File: src/rtl/acc_pkg.sv
// Shared definitions for the product accumulator: default widths, block length and FSM encoding.
// Optional feature macro used by acc_add: PRODUCT_ACCUMULATOR_SATURATE_EN.
package acc_pkg;

    localparam int unsigned PW_DEF = 4;
    localparam int unsigned AW_DEF = 8;
    localparam int unsigned N_DEF  = 4;
    localparam int unsigned CW_DEF = $clog2(N_DEF + 1);

    typedef enum logic [1:0] {
        ST_IDLE  = 2'd0,
        ST_ACCUM = 2'd1,
        ST_HOLD  = 2'd2
    } state_t;

endpackage

File: src/rtl/acc_add.sv
// Combinational AW-bit unsigned adder producing a sum and carry-out.
// With PRODUCT_ACCUMULATOR_SATURATE_EN defined the sum clamps to all-ones on carry.
module acc_add
    import acc_pkg::*;
#(
    parameter int unsigned AW = AW_DEF
) (
    input  logic [AW-1:0] i_acc,
    input  logic [AW-1:0] i_prod,
    output logic [AW-1:0] o_sum,
    output logic          o_carry
);

    logic [AW:0] w_full;

    assign w_full  = {1'b0, i_acc} + {1'b0, i_prod};
    assign o_carry = w_full[AW];

`ifdef PRODUCT_ACCUMULATOR_SATURATE_EN
    // A clamped accumulator re-carries on any non-zero add, so it stays pinned.
    assign o_sum = w_full[AW] ? {AW{1'b1}} : w_full[AW-1:0];
`else
    assign o_sum = w_full[AW-1:0];
`endif

endmodule

File: src/rtl/product_accumulator.sv
// Sums N consecutive PW-bit products into an AW-bit block result with a sticky overflow flag.
// Saturating arithmetic is selected in acc_add by PRODUCT_ACCUMULATOR_SATURATE_EN.
module product_accumulator
    import acc_pkg::*;
#(
    parameter int unsigned PW = PW_DEF,
    parameter int unsigned AW = AW_DEF,
    parameter int unsigned N  = N_DEF
) (
    input  logic          clk,
    input  logic          rst,
    input  logic          clr,
    input  logic          in_valid,
    output logic          in_ready,
    input  logic [PW-1:0] in_prod,
    output logic          out_valid,
    input  logic          out_ready,
    output logic [AW-1:0] out_sum,
    output logic          out_ovf,
    output logic          busy
);

    localparam int unsigned CW = $clog2(N + 1);

    state_t        r_state;
    logic [AW-1:0] r_acc;
    logic [CW-1:0] r_cnt;
    logic          r_ovf;
    logic          r_in_ready;
    logic          r_busy;
    logic          r_out_valid;
    logic [AW-1:0] r_out_sum;
    logic          r_out_ovf;

    logic [AW-1:0] w_prod_ext;
    logic [AW-1:0] w_sum;
    logic          w_carry;
    logic          w_accept;
    logic          w_last;

    assign w_prod_ext = AW'(in_prod);
    assign w_accept   = in_valid && r_in_ready;
    assign w_last     = (r_cnt + CW'(1)) == CW'(N);

    acc_add #(
        .AW (AW)
    ) u_acc_add (
        .i_acc   (r_acc),
        .i_prod  (w_prod_ext),
        .o_sum   (w_sum),
        .o_carry (w_carry)
    );

    // Block FSM; in_ready and busy are registered decodes of the next state.
    always_ff @(posedge clk or posedge rst) begin
        if (rst) begin
            r_state     <= ST_IDLE;
            r_acc       <= '0;
            r_cnt       <= '0;
            r_ovf       <= 1'b0;
            r_in_ready  <= 1'b1;
            r_busy      <= 1'b0;
            r_out_valid <= 1'b0;
            r_out_sum   <= '0;
            r_out_ovf   <= 1'b0;
        end else begin
            case (r_state)
                ST_IDLE: begin
                    if (clr) begin
                        r_acc <= '0;
                        r_cnt <= '0;
                        r_ovf <= 1'b0;
                    end else if (w_accept) begin
                        r_acc   <= w_prod_ext;
                        r_cnt   <= CW'(1);
                        r_ovf   <= 1'b0;
                        r_busy  <= 1'b1;
                        r_state <= ST_ACCUM;
                    end
                end
                ST_ACCUM: begin
                    if (clr) begin
                        r_acc   <= '0;
                        r_cnt   <= '0;
                        r_ovf   <= 1'b0;
                        r_busy  <= 1'b0;
                        r_state <= ST_IDLE;
                    end else if (w_accept) begin
                        r_acc <= w_sum;
                        r_cnt <= r_cnt + CW'(1);
                        r_ovf <= r_ovf | w_carry;
                        if (w_last) begin
                            r_out_sum   <= w_sum;
                            r_out_ovf   <= r_ovf | w_carry;
                            r_out_valid <= 1'b1;
                            r_in_ready  <= 1'b0;
                            r_busy      <= 1'b0;
                            r_state     <= ST_HOLD;
                        end
                    end
                end
                ST_HOLD: begin
                    // clr is ignored here so a presented result is never retracted.
                    if (out_ready) begin
                        r_out_valid <= 1'b0;
                        r_acc       <= '0;
                        r_cnt       <= '0;
                        r_ovf       <= 1'b0;
                        r_in_ready  <= 1'b1;
                        r_state     <= ST_IDLE;
                    end
                end
                default: begin
                    r_in_ready <= 1'b1;
                    r_busy     <= 1'b0;
                    r_state    <= ST_IDLE;
                end
            endcase
        end
    end

    assign in_ready  = r_in_ready;
    assign busy      = r_busy;
    assign out_valid = r_out_valid;
    assign out_sum   = r_out_sum;
    assign out_ovf   = r_out_ovf;

endmodule

File: config.mk
export PLATFORM = sky130hd
export DESIGN_NAME = product_accumulator
export DESIGN_NICKNAME = d
export VERILOG_FILES = /design/src/rtl/acc_pkg.sv /design/src/rtl/acc_add.sv /design/src/rtl/product_accumulator.sv
export SDC_FILE = /design/constraint.sdc
export NUM_CORES = 1
export LEC_CHECK = 0
export BUFFER_PORTS_ARGS = -buffer_cell sky130_fd_sc_hd__clkbuf_2
export CORE_MARGIN = 10
export CORE_UTILIZATION = 35
export CTS_CLUSTER_DIAMETER = 200
export DETAILED_ROUTE_END_ITERATION = 6
export PLACE_DENSITY = 0.65
export SLEW_MARGIN = 30
export SYNTH_ARGS = -nofsm -noshare
export SYNTH_HDL_FRONTEND = slang
export SYNTH_SLANG_ARGS = --single-unit
File: constraint.sdc
create_clock -name clk -period 2.3 [get_ports clk]
set_clock_uncertainty 0.05 [all_clocks]
set_input_delay 0.23 -clock clk [delete_from_list [all_inputs] [get_ports clk]]
set_output_delay 0.23 -clock clk [all_outputs]
set_load 0.005 [all_outputs]
# After elaboration in Yosys (flattened, before gate mapping)
# Index checks and enable logic that the tools add are counted.
# op_classes
mux	38
eq_ne	12
n_reduce_logical	10
n_bitwise	4
addsub	2
# op_table
cell	n
two-way mux 8 bit	5
case mux 8 bit (3 select lines)	1
AND reduction 5 bit	4
two-way mux 1 bit	15
two-way mux 3 bit	5
two-way mux 2 bit	6
!= test 2 bit, second input constant	6
adder 8 x 4 -> 9 bit	1
!= test 3 bit, second input constant	3
case mux 1 bit (3 select lines)	3
case mux 3 bit (3 select lines)	1
AND reduction 4 bit	2
case mux 2 bit (3 select lines)	1
adder 3 x 1 -> 3 bit, second input constant	1
== test 3 bit, second input constant	1
inverter 1 bit	3
nonzero test 3 bit	1
== test 2 x 1 -> 1 bit, second input constant	1
== test 2 bit, second input constant	1
logical NOT 2 bit	1
case mux 1 bit (2 select lines)	1
nonzero test 2 bit	1
logical AND 1 bit	1
bitwise OR 1 bit	1
# totals
ff_bits	26
output_inout_bits	12

# Logic depth before layout (Yosys ltp)
# logic_depth
ltp_word	6
depth_mapped	8
ltp_nobuf	7

# By module
# From an unflattened synthesis, not the netlist that was laid out.
# unflattened
cells_unflattened	154
hier_area_um2	1724.2
# by_module_without_submodules
mod	area_per_inst_um2	cells_per_inst	n_inst
product_accumulator	1400.1	112	1
acc_add	324.1	42	1

# Worst setup path before layout
# No wires, ideal clock.
# synth_timing
path_kind	reg-to-reg
start	register r_state[0]
end	register r_acc[7]
slack_ns	0.489
setup_ns	0.069
path_buffers	1
arrival_time_ns	1.692
stages_incl_launch_ff	8
period_less_slack_ns	1.811
required_time_ns	2.181
path_cell_list	dfrtp_1 > inv_1 > ha_1 > buf_2 > nand3b_4 > nor3_4 > or4b_1 > nand3_1
# synth_via
elab_chain_len	3
# synth_rtl
item	line	text
start, declared	product_accumulator.sv:25	state_t r_state;
start signal, assigned	product_accumulator.sv:57	r_state <= ST_IDLE;
start signal, assigned	product_accumulator.sv:78	r_state <= ST_ACCUM;
start signal, assigned	product_accumulator.sv:87	r_state <= ST_IDLE;
== test 2 x 1 -> 1 bit (tied with other cells)	product_accumulator.sv:67	case (r_state)
!= test 3 bit (no line) (tied with other cells)	-	
AND reduction 4 bit (no line)	-	
end signal, assigned	product_accumulator.sv:74	r_acc <= w_prod_ext;
end signal, assigned	product_accumulator.sv:89	r_acc <= w_sum;
end, declared	product_accumulator.sv:26	logic [AW-1:0] r_acc;
# Several ways; a longest one is shown, not always the timed one.
# A chain may end at the register's enable or synchronous reset.

# Final worst setup path
# layout_timing
start	register r_acc[0]
end	register r_out_sum[6], in the netlist out_sum[6]
# layout_via
elab_chain_len	1
# layout_rtl
item	line	text
adder 8 x 4 -> 9 bit	acc_add.sv:16	assign w_full = {1'b0, i_acc} + {1'b0, i_prod};
end signal, assigned	product_accumulator.sv:93	r_out_sum <= w_sum;
end, declared	product_accumulator.sv:32	logic [AW-1:0] r_out_sum;
# Every way passes these cells.

==> summary by stage <==
Pwr
The power consumption is 1.898 mW. Power spread over the standard cell area amounts to 1073 nW/um2. The leakage component of the power is 0.8360 nW. The worst vdd rail ir drop is 0.0006864 V.

Logic synthesis
Summing every instance area after synthesis gives 1534 um2. Multiplexer cells account for 2.773% of the synthesized area. Summing the areas of all compound-gate instances in the mapped netlist gives 21.94% of the synthesized area.

The instance count of the mapped netlist is 157. In the synthesized netlist the async set-or-reset flop fraction comes to 100.0%. Counting flops with a built-in enable in the synthesized netlist gives 0. In this run, synthesis produced a sequential element count of 26. The number of warnings printed during yosys synthesis is 0. The synthesized net count is 176. The synthesized area divided by synthesized cell count is 9.771 um2. The post-synthesis cell type count is 44. Of the total synthesized cell area, the portion taken by XOR and XNOR cells is 2.855%. The synthesized netlist devotes 8.646% of its cell area to adder and majority cells. Of the synthesized area, sequential elements account for 42.50%. Summing the areas of all and, or, nand and nor instances in the mapped netlist gives 16.64% of the synthesized area. By area, the combinational part of the netlist is dominated by compound AO/OA/AOI/OAI gates. For this run, the leading register cell type out of synthesis is dfrtp_1.

Clock network
The root cell of the clock tree is clkbuf_8. The clock buffer count from CTS is 3. In this run, post-CTS repair resized a total of 0 instances. The maximum level of the CTS H-tree is 1. The maximum buffer depth of the clock tree is 2. The CTS tree is yes. The count of buffers added by post-CTS timing repair for setup is 0. For the worst-skew pair, the clock arrives at the later sink with an insertion delay of 280 ps.

CTS saw 26 sinks. After clock tree synthesis, the clock-pin slew on the worst setup and hold paths is 100 ps.

Status
The flow ran to the end, and the final reports show no timing, DRC or antenna violations.

Worst setup path
Tracing the worst setup path back leads to its startpoint at r_acc[0]$_DFFE_PP0P_. STA classifies the critical path startpoint as a flop. Counting cells, the worst reg-to-reg path comes to 7. The start-to-end type of the worst setup path is reg2reg.

The largest fanout of any net on the critical path is 3. At the worst endpoint, the arrival time is 2090 ps. Data on the critical path is required at its endpoint by 2420 ps.

The startpoint identified for the worst register-to-register timing path is r_acc[0]$_DFFE_PP0P_. The slack of the worst reg-to-reg path is 330 ps. STA classifies the critical path endpoint as a flop. The capturing point of the worst reg2reg path is out_sum[6]$_DFFE_PP0P_.

STA
The fmax is 0.5076 GHz. The worst setup slack after layout is 330.1 ps. Setup repair after global routing left no endpoint under its margin. The hold violation count in the final report is 0. Dividing the final minimum period by the clock period gives 85.65%. On the final layout, the worst hold slack is 197.8 ps. The slew of the pin with the lowest slew margin is 534.5 ps. The max-slew violation count is 0. The summed negative setup slack over all endpoints is 0 ps.

Setup violations remaining at the end of the flow were counted as 0. The worst slew margin relative to its limit is 64.37%. After layout, the minimum clock period comes to 1970 ps.

Global route
The maximum number of pins on one net before global-route repair is 27. Global routing used 9.715% of the available tracks. The remaining global-route overflow is 0. The first global-routing pass estimated 5927 um of wire. The via count of the first global-routing pass is 1254. The number of antenna violations at the first check in global routing is 0.

Die
The initial cell density of the core is 35.72%. The number of placement rows is 24. The floorplan die area is 7430 um2. The boundary pin count is 21.

From left edge to right edge, the die measures 86.20 um. The floorplan die height is 86.20 um. After floorplanning, the core was sized to cover 4294 um2.

Hold path
The path with the worst hold slack has its endpoint at r_acc[3]$_DFFE_PP0P_. The cell depth of the worst min-delay path is 3. The launch point of the worst hold path is in_prod[3]. The tightest min-delay check is of the in2reg type.

Routing
In the routed layout, each cell is associated on average with a via count of 5.364. Detailed routing inserted a total of 1239 vias. The number of detailed-route iterations in the first pass is 4. For this block, the initial DRC count from the detailed router was 90. The antenna violation net count after detailed routing is 0. The routed wire length is 3449 um. After detailed routing, the number of remaining DRC violations is 0. Dividing the detail-routed wire length by the instance count gives 14.93 um.

Cells and area
The count of cells in the finished layout, fillers not included, comes to 231. The repair_antennas step left the layout with diodes totalling 0. Cells fill 41.20% of the core in the end.

From synthesis to final layout, the design area changed by 15.33%. In the layout the commonest cells are dfrtp_1, clkbuf_2, nand2_1. The library cell used most frequently in the layout, excluding fill and tap cells, is dfrtp_1.

The final net count is 199. With fillers left out, the area of the finished cells amounts to 1769 um2. The share of post-route cells with drive strength above 1 is 20.11%.

Placement
The count of buffers inserted at the top-level ports is 20. The congestion estimate from routability-driven global placement came to 0.8121. The sum of net half-perimeters after detailed placement is 2534 um.

The instance area after placement is 1688 um2. The number of placed instances, taps included is 226. The worst setup slack after placement is 344.9 ps.

Job
Max-cap violations in this run came to 0.
==> state kept, by name, indices dropped and copies added (netlist names) <==
register / flops
out_sum: 8
r_state: 2
out_valid: 1
r_acc: 8
r_ovf: 1
in_ready: 1
r_cnt: 3
busy: 1
out_ovf: 1
==> what timing repair did <==
action,in CTS,in global routing
endpoints found under the hold margin,25,0
hold buffers,1,0
setup endpoints to repair,0,0
==> report_power, final <==
part / switching [mW] / internal, mW
Combinational: 0.529 / 0.362
Sequential: 0.0607 / 0.558
Clock: 0.155 / 0.233
Total: 0.745 / 1.15
==> area by class of cell <==
| type | count | area [um2] |
|---|---|---|
| fillers | 431 | 2525 |
| multi-input cells | 115 | 810.8 |
| flip-flops and latches | 26 | 651.9 |
| repair buffers | 24 | 132.6 |
| well taps | 52 | 65.06 |
| clock buffers | 3 | 41.29 |
| inverters | 10 | 37.54 |
| clock inverters | 1 | 30.03 |
==> synthesized netlist by cell type (all sizes together) (2+ instances only) <==
master,n,area [um2]
buf,4,26.27
o211ai,3,22.52
a21o,2,15.01
nor2,9,33.78
nand3,6,30.03
nand2b,3,26.27
xor2,2,17.52
o31ai,2,15.01
clkbuf,2,7.510
nand3b,2,27.53
a31oi,3,18.77
mux2i,2,20.02
xnor2,3,26.28
nor2b,2,12.51
and3,4,25.02
a21oi,9,45.04
inv,10,37.54
o221ai,2,23.77
o21ai,13,65.06
a211oi,2,15.01
nand2,18,67.56
o21a,2,15.01
mux2,2,22.52
a22o,2,17.52
dfrtp,25,625.6
ha,9,112.6
==> worst max path at each step <==
stage,endpoint
after detailed placement,out_sum[6]$_DFFE_PP0P_
after CTS,out_sum[6]$_DFFE_PP0P_
after global routing,out_sum[6]$_DFFE_PP0P_
after floorplan,r_acc[7]$_DFFE_PP0P_
after global placement,out_sum[6]$_DFFE_PP0P_
final,out_sum[6]$_DFFE_PP0P_
==> per-layer routing <==
metal	vias up	track usage, %	wire, um
li1	609	-	-
met1	600	11.06	1567
met2	27	16.63	1674
met3	3	3.471	195
met4	0	2.946	11
met5	-	0	0
==> worst max-delay path, stage by stage, from the launching register on <==
cell and delay (ps):
dfrtp_1 360, ha_1 210, inv_1 70, fa_1 400, nand2b_1 200, a211oi_1 340, xnor2_1 160, o21ai_0 80
==> kinds of logic (layout without fill, tap and decap cells) <==
kind of cell,after synthesis,in the layout
xor+xnor,5,5
compound gates,49,49
fa+ha+maj,10,10
flops,26,26
mux,4,4
simple gates,47,47
buf+inv,16,38
No activity file was read; power rests on OpenSTA's default activity.
